File: src/rtl/mem_arb_pkg.sv
// Shared types and default widths for the memory arbiter and its round-robin picker.
package mem_arb_pkg;

  localparam int ADDR_WIDTH_DEF = 4;
  localparam int DATA_WIDTH_DEF = 32;

  // Transaction sequencer: grant/issue, memory access, completion.
  typedef enum logic [1:0] {
    IDLE     = 2'd0,
    ISSUE    = 2'd1,
    COMPLETE = 2'd2
  } arb_state_e;

  // Width of a requester index; a single requester still needs one bit.
  function automatic int idx_width(input int n);
    return (n > 1) ? $clog2(n) : 1;
  endfunction

endpackage

File: src/rtl/rr_picker.sv
// Combinational round-robin picker: the first requester at or after rr_ptr+1
// (wrapping modulo NUM_REQ) that has its request bit set wins.
module rr_picker
  import mem_arb_pkg::*;
#(
  parameter int NUM_REQ = 2,
  parameter int IDX_W   = idx_width(NUM_REQ)
) (
  input  logic [NUM_REQ-1:0] req_i,
  input  logic [IDX_W-1:0]   rr_ptr_i,
  output logic               any_req_o,
  output logic [IDX_W-1:0]   winner_o
);

  logic found;
  int   cand;

  // Scan upward from the slot after the last winner; the earliest hit is kept.
  always_comb begin
    any_req_o = |req_i;
    winner_o  = '0;
    found     = 1'b0;
    cand      = 0;
    for (int k = 1; k <= NUM_REQ; k++) begin
      cand = (int'(rr_ptr_i) + k) % NUM_REQ;
      if (!found && req_i[cand[IDX_W-1:0]]) begin
        winner_o = cand[IDX_W-1:0];
        found    = 1'b1;
      end
    end
  end

endmodule

File: src/rtl/mem_arbiter.sv
// Round-robin arbiter sharing one synchronous single-port memory between
// NUM_REQ requesters. Each granted request becomes exactly one memory command,
// its read data or write response is captured, and the winner gets a done pulse.
module mem_arbiter
  import mem_arb_pkg::*;
#(
  parameter int NUM_REQ    = 2,
  parameter int ADDR_WIDTH = ADDR_WIDTH_DEF,
  parameter int DATA_WIDTH = DATA_WIDTH_DEF
) (
  input  logic                          clk_i,
  input  logic                          rst_ni,
  input  logic [NUM_REQ-1:0]            req_i,
  input  logic [NUM_REQ-1:0]            req_we_i,
  input  logic [NUM_REQ*ADDR_WIDTH-1:0] req_addr_i,
  input  logic [NUM_REQ*DATA_WIDTH-1:0] req_wdata_i,
  output logic [NUM_REQ-1:0]            gnt_o,
  output logic [NUM_REQ-1:0]            done_o,
  output logic [DATA_WIDTH-1:0]         rdata_o,
  output logic                          err_o,
  output logic                          mem_wr_o,
  output logic                          mem_rd_o,
  output logic [ADDR_WIDTH-1:0]         mem_addr_o,
  output logic [DATA_WIDTH-1:0]         mem_wdata_o,
  input  logic [DATA_WIDTH-1:0]         mem_rdata_i,
  input  logic                          mem_response_i
);

  localparam int               IDX_W    = idx_width(NUM_REQ);
  // Pointer starts on the last requester so requester 0 wins the first arbitration.
  localparam logic [IDX_W-1:0] RR_RESET = IDX_W'(NUM_REQ - 1);

  // Per-requester views of the packed address and data buses.
  logic [ADDR_WIDTH-1:0] addr_arr  [NUM_REQ];
  logic [DATA_WIDTH-1:0] wdata_arr [NUM_REQ];

  genvar gi;
  generate
    for (gi = 0; gi < NUM_REQ; gi++) begin : g_unpack
      assign addr_arr[gi]  = req_addr_i[gi*ADDR_WIDTH +: ADDR_WIDTH];
      assign wdata_arr[gi] = req_wdata_i[gi*DATA_WIDTH +: DATA_WIDTH];
    end
  endgenerate

  arb_state_e            state_q;
  logic [IDX_W-1:0]      rr_ptr_q;
  logic [IDX_W-1:0]      win_q;
  logic                  we_q;
  logic [NUM_REQ-1:0]    gnt_q;
  logic [NUM_REQ-1:0]    done_q;
  logic [DATA_WIDTH-1:0] rdata_q;
  logic                  err_q;
  logic                  mem_wr_q;
  logic                  mem_rd_q;
  logic [ADDR_WIDTH-1:0] mem_addr_q;
  logic [DATA_WIDTH-1:0] mem_wdata_q;

  logic                  any_req;
  logic [IDX_W-1:0]      winner;

  rr_picker #(
    .NUM_REQ (NUM_REQ),
    .IDX_W   (IDX_W)
  ) u_picker (
    .req_i     (req_i),
    .rr_ptr_i  (rr_ptr_q),
    .any_req_o (any_req),
    .winner_o  (winner)
  );

  // Transaction FSM: latch the winner's fields at grant, strobe the memory for
  // one cycle, then capture the result and pulse done while back in IDLE.
  always_ff @(posedge clk_i or negedge rst_ni) begin
    if (!rst_ni) begin
      state_q     <= IDLE;
      rr_ptr_q    <= RR_RESET;
      win_q       <= '0;
      we_q        <= 1'b0;
      gnt_q       <= '0;
      done_q      <= '0;
      rdata_q     <= '0;
      err_q       <= 1'b0;
      mem_wr_q    <= 1'b0;
      mem_rd_q    <= 1'b0;
      mem_addr_q  <= '0;
      mem_wdata_q <= '0;
    end else begin
      // Grant and done are single-cycle pulses unless set again below.
      gnt_q  <= '0;
      done_q <= '0;
      unique case (state_q)
        IDLE: begin
          if (any_req) begin
            win_q       <= winner;
            we_q        <= req_we_i[winner];
            gnt_q       <= NUM_REQ'(1) << winner;
            mem_wr_q    <= req_we_i[winner];
            mem_rd_q    <= ~req_we_i[winner];
            mem_addr_q  <= addr_arr[winner];
            mem_wdata_q <= wdata_arr[winner];
            rr_ptr_q    <= winner;
            state_q     <= ISSUE;
          end
        end
        ISSUE: begin
          // Memory samples the command at this edge; address/data keep their values.
          mem_wr_q <= 1'b0;
          mem_rd_q <= 1'b0;
          state_q  <= COMPLETE;
        end
        COMPLETE: begin
          if (we_q) begin
            if (!mem_response_i) begin
              err_q <= 1'b1;
            end
          end else begin
            rdata_q <= mem_rdata_i;
          end
          done_q  <= NUM_REQ'(1) << win_q;
          state_q <= IDLE;
        end
        default: state_q <= IDLE;
      endcase
    end
  end

  assign gnt_o       = gnt_q;
  assign done_o      = done_q;
  assign rdata_o     = rdata_q;
  assign err_o       = err_q;
  assign mem_wr_o    = mem_wr_q;
  assign mem_rd_o    = mem_rd_q;
  assign mem_addr_o  = mem_addr_q;
  assign mem_wdata_o = mem_wdata_q;

endmodule

File: config.mk
export PLATFORM = sky130hd
export DESIGN_NAME = mem_arbiter
export DESIGN_NICKNAME = d
export VERILOG_FILES = /design/src/rtl/mem_arb_pkg.sv /design/src/rtl/rr_picker.sv /design/src/rtl/mem_arbiter.sv
export SDC_FILE = /design/constraint.sdc
export NUM_CORES = 1
export LEC_CHECK = 0
export ABC_AREA = 1
export CORE_UTILIZATION = 40
export CTS_CLUSTER_SIZE = 14
export DETAILED_ROUTE_END_ITERATION = 10
export PLACE_DENSITY = 0.81
export SLEW_MARGIN = 25
export SYNTH_ARGS = -nofsm -noshare
export SYNTH_HDL_FRONTEND = slang
export SYNTH_HIERARCHICAL = 1
export SYNTH_SLANG_ARGS = --single-unit
File: constraint.sdc
create_clock -name clk_i -period 1.8 [get_ports clk_i]
set_input_delay 0.54 -clock clk_i [delete_from_list [all_inputs] [get_ports clk_i]]
set_output_delay 0.54 -clock clk_i [all_outputs]
set_load 0.01 [all_outputs]
=== After elaboration in Yosys (flattened, before gate mapping) ===
Cells that the tools add are included.

* Bits in registers: 80
* Bits in latches: 0
* Memory bits (writable): 0
* ROM bits: 0
* Word-level logic and storage cells: 60
* Memories kept: 0

* $add $sub $neg: 2
* Multiply operators: 0
* Divide/modulo/power cells: 0
* Magnitude comparators: 4
* Eq/ne operators: 3
* Shift-type cells: 2
* Mux-type cells: 24
* Bitwise logic cells: 4
* Reductions and logical operators: 9

{| class="wikitable"
|+ Operator list
! cell !! number
|-
| $mux W32 || 3
|-
| $mux W4 || 3
|-
| $mux W1 || 11
|-
| $mux W2 || 4
|-
| $lt A1 B2 Y1 const B || 3
|-
| $reduce_and A2 Y1 || 3
|-
| $pmux W1 S2 || 2
|-
| $pmux W2 S2 || 1
|-
| $shl A1 B1 Y2 const A || 2
|-
| $not A1 Y1 || 3
|-
| $reduce_and A3 Y1 || 1
|-
| $add A1 B1 Y1 const B || 2
|-
| $eq A2 B1 Y1 const B || 1
|-
| $eq A2 B2 Y1 const B || 1
|-
| $ge A2 B2 Y1 const B || 1
|-
| $logic_not A2 Y1 || 1
|-
| $ne A2 B2 Y1 const B || 1
|-
| $not A1 Y2 || 1
|-
| $reduce_bool A2 Y1 || 1
|-
| $reduce_or A2 Y1 || 1
|-
| $logic_and A1 B1 Y1 || 1
|-
| $logic_not A1 Y1 || 1
|}

=== Logic depth before layout (Yosys ltp) ===
Gate-level depths: netlist (run 1).

* Depth in word-level cells: 12
* Gate-level depth with buffers: 10
* Depth with buffers taken out: 7

=== Hierarchy ===
The synthesis (run 1) kept the hierarchy.

{| class="wikitable"
|+ By module, submodules not included
! module !! times used !! cells an instance !! area an instance (um2)
|-
| mem_arbiter || 1 || 460 || 3530.9
|-
| rr_picker || 1 || 3 || 15.0
|}

=== Worst setup path after synthesis (run 1) ===
OpenSTA, ideal clock, no wires.

* Path kind: input port to flip-flop
* From: input port req_i[1]
* To: register mem_wdata_q[15] (netlist: mem_wdata_o[15])
* Setup time: 0.116 ns
* Data arrival time: 1.259 ns
* Data required time: 1.684 ns
* Setup slack: 0.425 ns
* Cell stages on the path: 7
* Path buffers: 2
* Cells stage by stage: or2_1 inv_1 nor2_2 buf_4 buf_6 nand2_1 nand2_1

* Longest elaborated chain between the ends: 10

{| class="wikitable"
|+ Ends and longest elaborated chain
! element !! line !! source
|-
| from (decl) || mem_arbiter.sv:13 || <nowiki>input logic [NUM_REQ-1:0] req_i,</nowiki>
|-
| $mux W1 (implied by the code) (2 in a row) || rr_picker.sv:26 || <nowiki>if (!found && req_i[cand[IDX_W-1:0]]) begin</nowiki>
|-
| $mux W1 || rr_picker.sv:26 ||
|-
| $logic_not A1 Y1 || rr_picker.sv:26 ||
|-
| $logic_and A1 B1 Y1 || rr_picker.sv:26 ||
|-
| $mux W1 || rr_picker.sv:26 ||
|-
| $not A1 Y2 (implied by the code) || mem_arbiter.sv:100 || <nowiki>mem_wdata_q <= wdata_arr[winner];</nowiki>
|-
| $mux W32 (implied by the code) (3 in a row) || mem_arbiter.sv:100 ||
|-
| to (signal assigned) || mem_arbiter.sv:100 ||
|-
| to (decl) || mem_arbiter.sv:56 || <nowiki>logic [DATA_WIDTH-1:0] mem_wdata_q;</nowiki>
|}

Several ways; a longest one is shown, not always the timed one. The select of a mux whose other input is x is not followed.
A chain may end at the register's enable or synchronous reset.

=== Worst setup path after layout (run 1) ===
* From: register rdata_q[27] (netlist: rdata_o[27])
* To: output port rdata_o[27]

{| class="wikitable"
|+ RTL lines
! element !! line !! source
|-
| from (decl) || mem_arbiter.sv:51 || <nowiki>logic [DATA_WIDTH-1:0] rdata_q;</nowiki>
|-
| from (signal assigned) || mem_arbiter.sv:117 || <nowiki>rdata_q <= mem_rdata_i;</nowiki>
|-
| to (decl) || mem_arbiter.sv:19 || <nowiki>output logic [DATA_WIDTH-1:0] rdata_o,</nowiki>
|}

No word-level cell between the ends.

==> metrics.yaml, run 1 <==
synth:
  synthesis.area_um2: 3550
  syn_inst: 463
  yosysTopAreaCellShare: 0.558
  syn_area_per_cell_um2: 7.66
  syn_nets: 574
  synth_area_leader_cell: "dfrtp_1"
  ys_ff_latch: 80
  synth-warning-count: 6
  synth-seq-area-share: 0.565
  synth.distinct_cells: 18
  synthTopCellsByArea: "dfrtp_1 (56%), nand2_1 (35%), buf_6 (1.6%)"
timing:
  holdWs_ps: 67.4
  finalCriticalPeriod_ps: 1790
  setup_viol: 0
  maxSlewHeadroom: 0.628
  fin_crit_sh: 0.995
  final_max_slew_viol_count: 0
  timing.clock.skew_ps: 10.8
  worst_slew_pin_slew_ps: 556
  setup_slack_ps: 9.14
  max_freq_ghz: 0.558
  hold_viol_final: 0
  totalNegativeSetupSlack_ps: 0
critical_path:
  critPathKind: "flip-flop to output port"
  r2r_setup_slack_ps: 400
  path_cells: "clkdlybuf4s50_1"
  worst_path_max_delay_cell: "clkdlybuf4s50_1"
  crit_buf_inv: 1
  crit_cells: 1
  path_delay_family: "buffers and inverters"
  end_kind: "output port"
  reg2reg_to: "rdata_o[3]"
  required_ps: 1260
  crit_path_max_incr_delay_ps: 560
  cp-start-kind: "flip-flop"
  cp.arrival_ps: 1250
  reg2regPathDepth: 4
  cp_max_fo: 2
  r2r_start: "state_q[0]"
routing:
  via_per_inst: 4.57
  final_antenna_net_count: 0
  drc: 0
  drt-total-wl_um: 9730
  dr_total_vias: 3467
  post_drt_wl_per_cell_um: 12.8
  first_iter_violations: 119
  dr.pass1.iters: 4
floorplan:
  dieWidth_um: 96.2
  dieArea_um2: 9240
  core-area_um2: 8380
  initial_core_util: 0.423
  rows: 33
  fp.dieH_um: 96.2
  io_pins: 186
final_layout:
  instances_no_fill: 758
  area_delta_synth_final_pct: 63.5
  drive_gt1_frac: 0.0551
  fin_nets: 759
  regArea_um2: 2000
  final_cell_mix: "nand2_1 (335), clkdlybuf4s50_1 (119), dfrtp_1 (79)"
  n_antenna_cell: 0
  stdcell_area_um2: 5800
  multi_input_area_um2: 1340
  final_common_cell: "nand2_1"
  fillers: 666
  fin_util: 0.692
placed_design:
  gp_congestion: 0.777
  post-place-ws_ps: -172
  numPortBuffers: 185
  placed_cells: 742
  post_dp_cell_area_um2: 5540
  dp_hpwl_um: 7230
clock_tree:
  cts-root-buf: "clkbuf_8"
  clkLatencyLatePin_ps: 340
  numCtsBuffers: 9
  cts.reportedPaths.clkPinSlew_ps: 80
  cts_tree: "built"
  htreeDepth: 3
  cts_setup_buffers: 0
  cts_buffer_depth: 2
  numClockSinks: 80
  cts_hold_buf: 0
job:
  cap_viol_max_count: 0
power:
  powerDensity_nw_per_um2: 1440
  ir_drop_mv: 0.573
  totalPowerFinal_mw: 8.34
  cellLeakagePower_nw: 3.43
global_route:
  grt_max_degree: 41
  grt_pass1_wl_um: 14900
  grt-ovfl-total: 0
  grt_use_total: 0.214
  grt_pass1_vias: 3307
  antenna_found_initial: 0
worst_hold_path:
  hold_path.class: "primary input to async pin"
outcome:
  status: "finished, final reports clean"
==> Yosys cell counts <==
library cell	instances
clkbuf_1	1
o21ai_0	1
buf_4	4
nor2_4	1
nand3_1	1
buf_2	11
inv_2	3
nor2_2	1
dfrtp_1	79
inv_1	8
a21oi_1	1
nand2_2	1
dfstp_2	1
clkbuf_8	2
nand2_1	335
nor2_1	7
or2_1	1
buf_6	5
==> cells by family after synthesis <==
family,after synthesis,synth area share
buffers and inverters,34,0.0603
flip-flops,80,0.565
AO/OA/AOI/OAI,2,0.00282
AND/OR/NAND/NOR,347,0.372
==> power breakdown <==
group          leakage, nW  total (mW)  switching [mW]  internal (mW)
registers            0.992        3.09           0.450           2.64
logic                 2.33        3.90            2.01           1.89
clock network        0.103        1.35           0.627          0.721
total                 3.43        8.34            3.09           5.25
==> what timing repair did <==
action / in CTS / in global routing
setup endpoints to repair: 30 / 35
resized for setup: 30 / 35
pin swaps: 0 / 0
==> cell type report <==
| type | instances | area share |
|---|---|---|
| Tap cell | 105 | 0.0227 |
| Clock inverter | 4 | 0.00885 |
| Sequential cell | 80 | 0.345 |
| Timing Repair Buffer | 197 | 0.358 |
| Multi-Input combinational cell | 349 | 0.231 |
| Inverter | 11 | 0.00712 |
| Clock buffer | 12 | 0.0268 |
==> per-layer routing <==
metal | global-route usage | part of all wire | up-vias
met5 | 0 | 0 | -
met4 | 0.0995 | 0.022 | 0
met3 | 0.0664 | 0.10 | 19
met2 | 0.357 | 0.47 | 154
met1 | 0.251 | 0.40 | 1549
li1 | - | - | 1745
==> registers in the layout (all words and copies together), names as in the netlist <==
signal       cells
done_o           2
err_o            1
gnt_o            2
mem_addr_o       4
mem_rd_o         1
mem_wdata_o     32
mem_wr_o         1
rdata_o         32
rr_ptr_q         1
state_q          2
we_q             1
win_q            1
==> worst max-delay path by stage <==
stage                                 end            from  slack, ps
after floorplan           mem_wdata_o[15]        req_i[1]        420
after global placement    mem_wdata_o[26]        req_i[0]        -90
after detailed placement  mem_wdata_o[22]        req_i[0]       -170
after CTS                  mem_wdata_o[2]  mem_wdata_o[2]        0.5
after global routing          rdata_o[27]     rdata_o[27]        -30
final                         rdata_o[27]     rdata_o[27]          9
Power figures use the tool's default switching activity.
==> run 2, diff against run 1 <==
ABC_AREA = unset   (was 1)
PLACE_DENSITY = 0.84   (was 0.81)
SYNTH_HIERARCHICAL = unset   (was 1)
==> run 2 against run 1 <==
Flip-flop and latch count did not move; sequential share of layout area rose by 1.4 points; non-clock buffer count rose by 3; count of clock-buffer cells in the layout fell by 3.
==> metrics.yaml, run 2 <==
outcome:
  status: "finished, final reports clean"  # unchanged
routing:
  dr.pass1.iters: 4  # unchanged
  final_antenna_net_count: 0  # unchanged
  drc: 0  # unchanged
  post_drt_wl_per_cell_um: 16.7  # was 12.8 µm
  dr_total_vias: 2690  # was 3,467
  drt-total-wl_um: 8810  # was 9730 µm
  via_per_inst: 5.10  # was 4.57
  first_iter_violations: 65  # was 119
global_route:
  grt_pass1_wl_um: 13300  # was 14,900 µm
  grt_pass1_vias: 2690  # was 3,307
  antenna_found_initial: 0  # unchanged
  grt_max_degree: 81  # was 41
  grt-ovfl-total: 0  # unchanged
  grt_use_total: 0.204  # was 0.214
power:
  seqPwrFrac: 0.372  # was 0.371
  combPwrFrac: 0.471  # was 0.468
  power_switching_mw: 2.83  # was 3.09 mW
  p_sw_frac: 0.335  # was 0.370
  ir_drop_mv: 0.697  # was 0.573 mV
  clockPowerShare: 0.157  # was 0.162
  totalPowerFinal_mw: 8.46  # was 8.34 mW
  cellLeakagePower_nw: 2.90  # was 3.43 nW
  powerDensity_nw_per_um2: 1520  # was 1440 nW/µm²
  p_int_mw: 5.63  # was 5.25 mW
critical_path:
  crit_path_max_incr_delay_ps: 540  # was 560 ps
  required_ps: 1260  # about the same
  critPathKind: "flip-flop to output port"  # unchanged
  worst_path_max_delay_cell: "clkdlybuf4s50_1"  # unchanged
  end_kind: "output port"  # unchanged
  path_delay_family: "buffers and inverters"  # unchanged
  path_cells: "clkdlybuf4s50_1"  # unchanged
  cp.arrival_ps: 1230  # was 1250 ps
  crit_buf_inv: 1  # unchanged
  cp-start-kind: "flip-flop"  # unchanged
  cp_max_fo: 2  # unchanged
clock_tree:
  cts-root-buf: "clkbuf_8"  # unchanged
  cts_buffer_depth: 2  # unchanged
  numClockSinks: 80  # unchanged
  clkLatencyLatePin_ps: 340  # about the same
  cts_setup_buffers: 0  # unchanged
  cts_hold_buf: 0  # unchanged
  cts.reportedPaths.clkPinSlew_ps: 90  # was 80 ps
  cts_tree: "built"  # unchanged
  htreeDepth: 3  # unchanged
  numCtsBuffers: 9  # unchanged
synth:
  synth_area_leader_cell: "dfrtp_1"  # unchanged
  syn_nets: 338  # was 574
  async_flop_share: 1.00  # unchanged
  yosysTopAreaCellShare: 0.606  # was 0.558
  synthTopCellsByArea: "dfrtp_1 (61%), mux2_1 (12%), a221o_1 (9.5%)"  # was dfrtp_1 (56%), nand2_1 (35%), buf_6 (1.6%)
  synthesis.area_um2: 3260  # was 3550 µm²
  synth_flop_cell: "dfrtp_1"  # unchanged
  syn_inst: 227  # was 463
  synth_enable_flop_cells: 0  # unchanged
  yosysMostFrequentCell: "dfrtp_1"  # was nand2_1
  syn_area_per_cell_um2: 14.4  # was 7.66 µm²
  synth_common_cells: "dfrtp_1 (79), mux2_1 (35), and3_1 (32)"  # was nand2_1 (335), dfrtp_1 (79), buf_2 (11)
  synth-seq-area-share: 0.614  # was 0.565
  synth.distinct_cells: 21  # was 18
  ys_ff_latch: 80  # unchanged
  synth-warning-count: 0  # was 6
final_layout:
  final_cell_mix: "clkdlybuf4s50_1 (116), dfrtp_1 (79), dlymetal6s2s_1 (37)"  # was nand2_1 (335), clkdlybuf4s50_1 (119), dfrtp_1 (79)
  final_common_cell: "clkdlybuf4s50_1"  # was nand2_1
  n_antenna_cell: 0  # unchanged
  fin_nets: 531  # was 759
  area_delta_synth_final_pct: 71.1  # was 63.5%
  fillers: 573  # was 666
  drive_gt1_frac: 0.106  # was 0.0551
timing:
  timing.clock.skew_ps: 7.50  # was 10.8 ps
  worst_slew_pin_slew_ps: 408  # was 556 ps
  maxSlewHeadroom: 0.728  # was 0.628
  holdWs_ps: 197  # was 67.4 ps
  max_freq_ghz: 0.565  # was 0.558 GHz
  finalCriticalPeriod_ps: 1770  # was 1790 ps
  final_max_slew_viol_count: 0  # unchanged
  setup_slack_ps: 28.5  # was 9.14 ps
  hold_viol_final: 0  # unchanged
  setup_viol: 0  # unchanged
  fin_crit_sh: 0.984  # was 0.995
  totalNegativeSetupSlack_ps: 0  # unchanged
floorplan:
  io_pins: 186  # unchanged
  fp.dieH_um: 92.3  # was 96.2 µm
  dieWidth_um: 92.3  # was 96.2 µm
  dieArea_um2: 8520  # was 9240 µm²
  core-area_um2: 7810  # was 8380 µm²
  rows: 32  # was 33
  initial_core_util: 0.418  # was 0.423
placed_design:
  gp_congestion: 0.692  # was 0.777
  numPortBuffers: 185  # unchanged
  dp_hpwl_um: 6290  # was 7230 µm
  post-place-ws_ps: -337  # was -172 ps
job:
  cap_viol_max_count: 0  # unchanged
worst_hold_path:
  hold_path.class: "primary input to async pin"  # unchanged
run 2: cell count changes after synthesis, sizes merged, moves of 5 or more:
cell / previous run / this run
nand2: 336 / 1
a221o: 0 / 31
buf: 20 / 12
mux2: 0 / 43
and3: 0 / 32
nor2: 9 / 4
inv: 11 / 5
run 2: what timing repair did:
item | in CTS | in global routing
setup endpoints to repair | 31 | 39
pin swaps | 0 | 0
gates resized for setup | 31 | 38
run 2: metrics by stage:
| stage | instance area (µm²) | utilization | std cells |
|---|---|---|---|
| after floorplan | 3260 | - | 227 |
| after global placement | 5320 | 0.681 | 511 |
| after detailed placement | 5320 | 0.681 | 511 |
| after CTS | 5480 | 0.702 | 527 |
| after global routing | 5580 | 0.715 | 527 |
| final | 5580 | 0.715 | 527 |
run 2: path summary, 6_finish.rpt:
path                                   from              end  slack [ps]  cells after the start
max in group asynchronous            rst_ni         rr_ptr_q        1230                      2
worst min-delay path                 rst_ni      rdata_o[19]         200                      2
worst min register to register   rdata_o[9]       rdata_o[9]         480                      1
min in group clk_i               rdata_o[9]       rdata_o[9]         480                      1
worst max register to register     rr_ptr_q  mem_wdata_o[27]         280                      5
worst max-delay path            rdata_o[31]      rdata_o[31]          30                      1
run 2: routing by layer:
metal / vias up / wire (µm) / track usage
met4: 0 / 155 / 0.0729
met2: 147 / 4350 / 0.343
li1: 1235 / - / -
met5: - / 0 / 0
met3: 14 / 722 / 0.0509
met1: 1294 / 3590 / 0.256
run 2: power groups by stage:
stage               sequential [mW]  combinational, mW  clock (mW)
finish                         3.15               3.98        1.33
global route                   3.26               4.28        1.45
CTS                            3.16               4.11        1.36
detailed placement             3.18               4.36           0
global placement               3.15               4.23           0
floorplan                      3.52               1.55           0
run 2: final cells by class:
class                      count  area, µm²  share of cell area
multi-input combinational    124       1140               0.204
clock buffer                   9        124              0.0222
timing repair buffer         200       2090               0.375
clock inverter                 7       78.8              0.0141
sequential                    80       2000               0.359
inverter                       5       18.8             0.00336
tap                          102        128              0.0229
run 2: cell families (layout without fill, tap and decap cells):
group,count (synthesis),count (layout),synth area share
AND/OR/NAND/NOR,42,42,0.0782
AO/OA/AOI/OAI,36,36,0.107
buffers and inverters,23,221,0.0430
flip-flops,80,80,0.614
multiplexers,46,46,0.158
==> run 3, diff against run 2 <==
CTS_CLUSTER_SIZE = 10   (was 14)
==> results of run 3 <==
Final layout, timing and power as in run 2 (identical DEF).
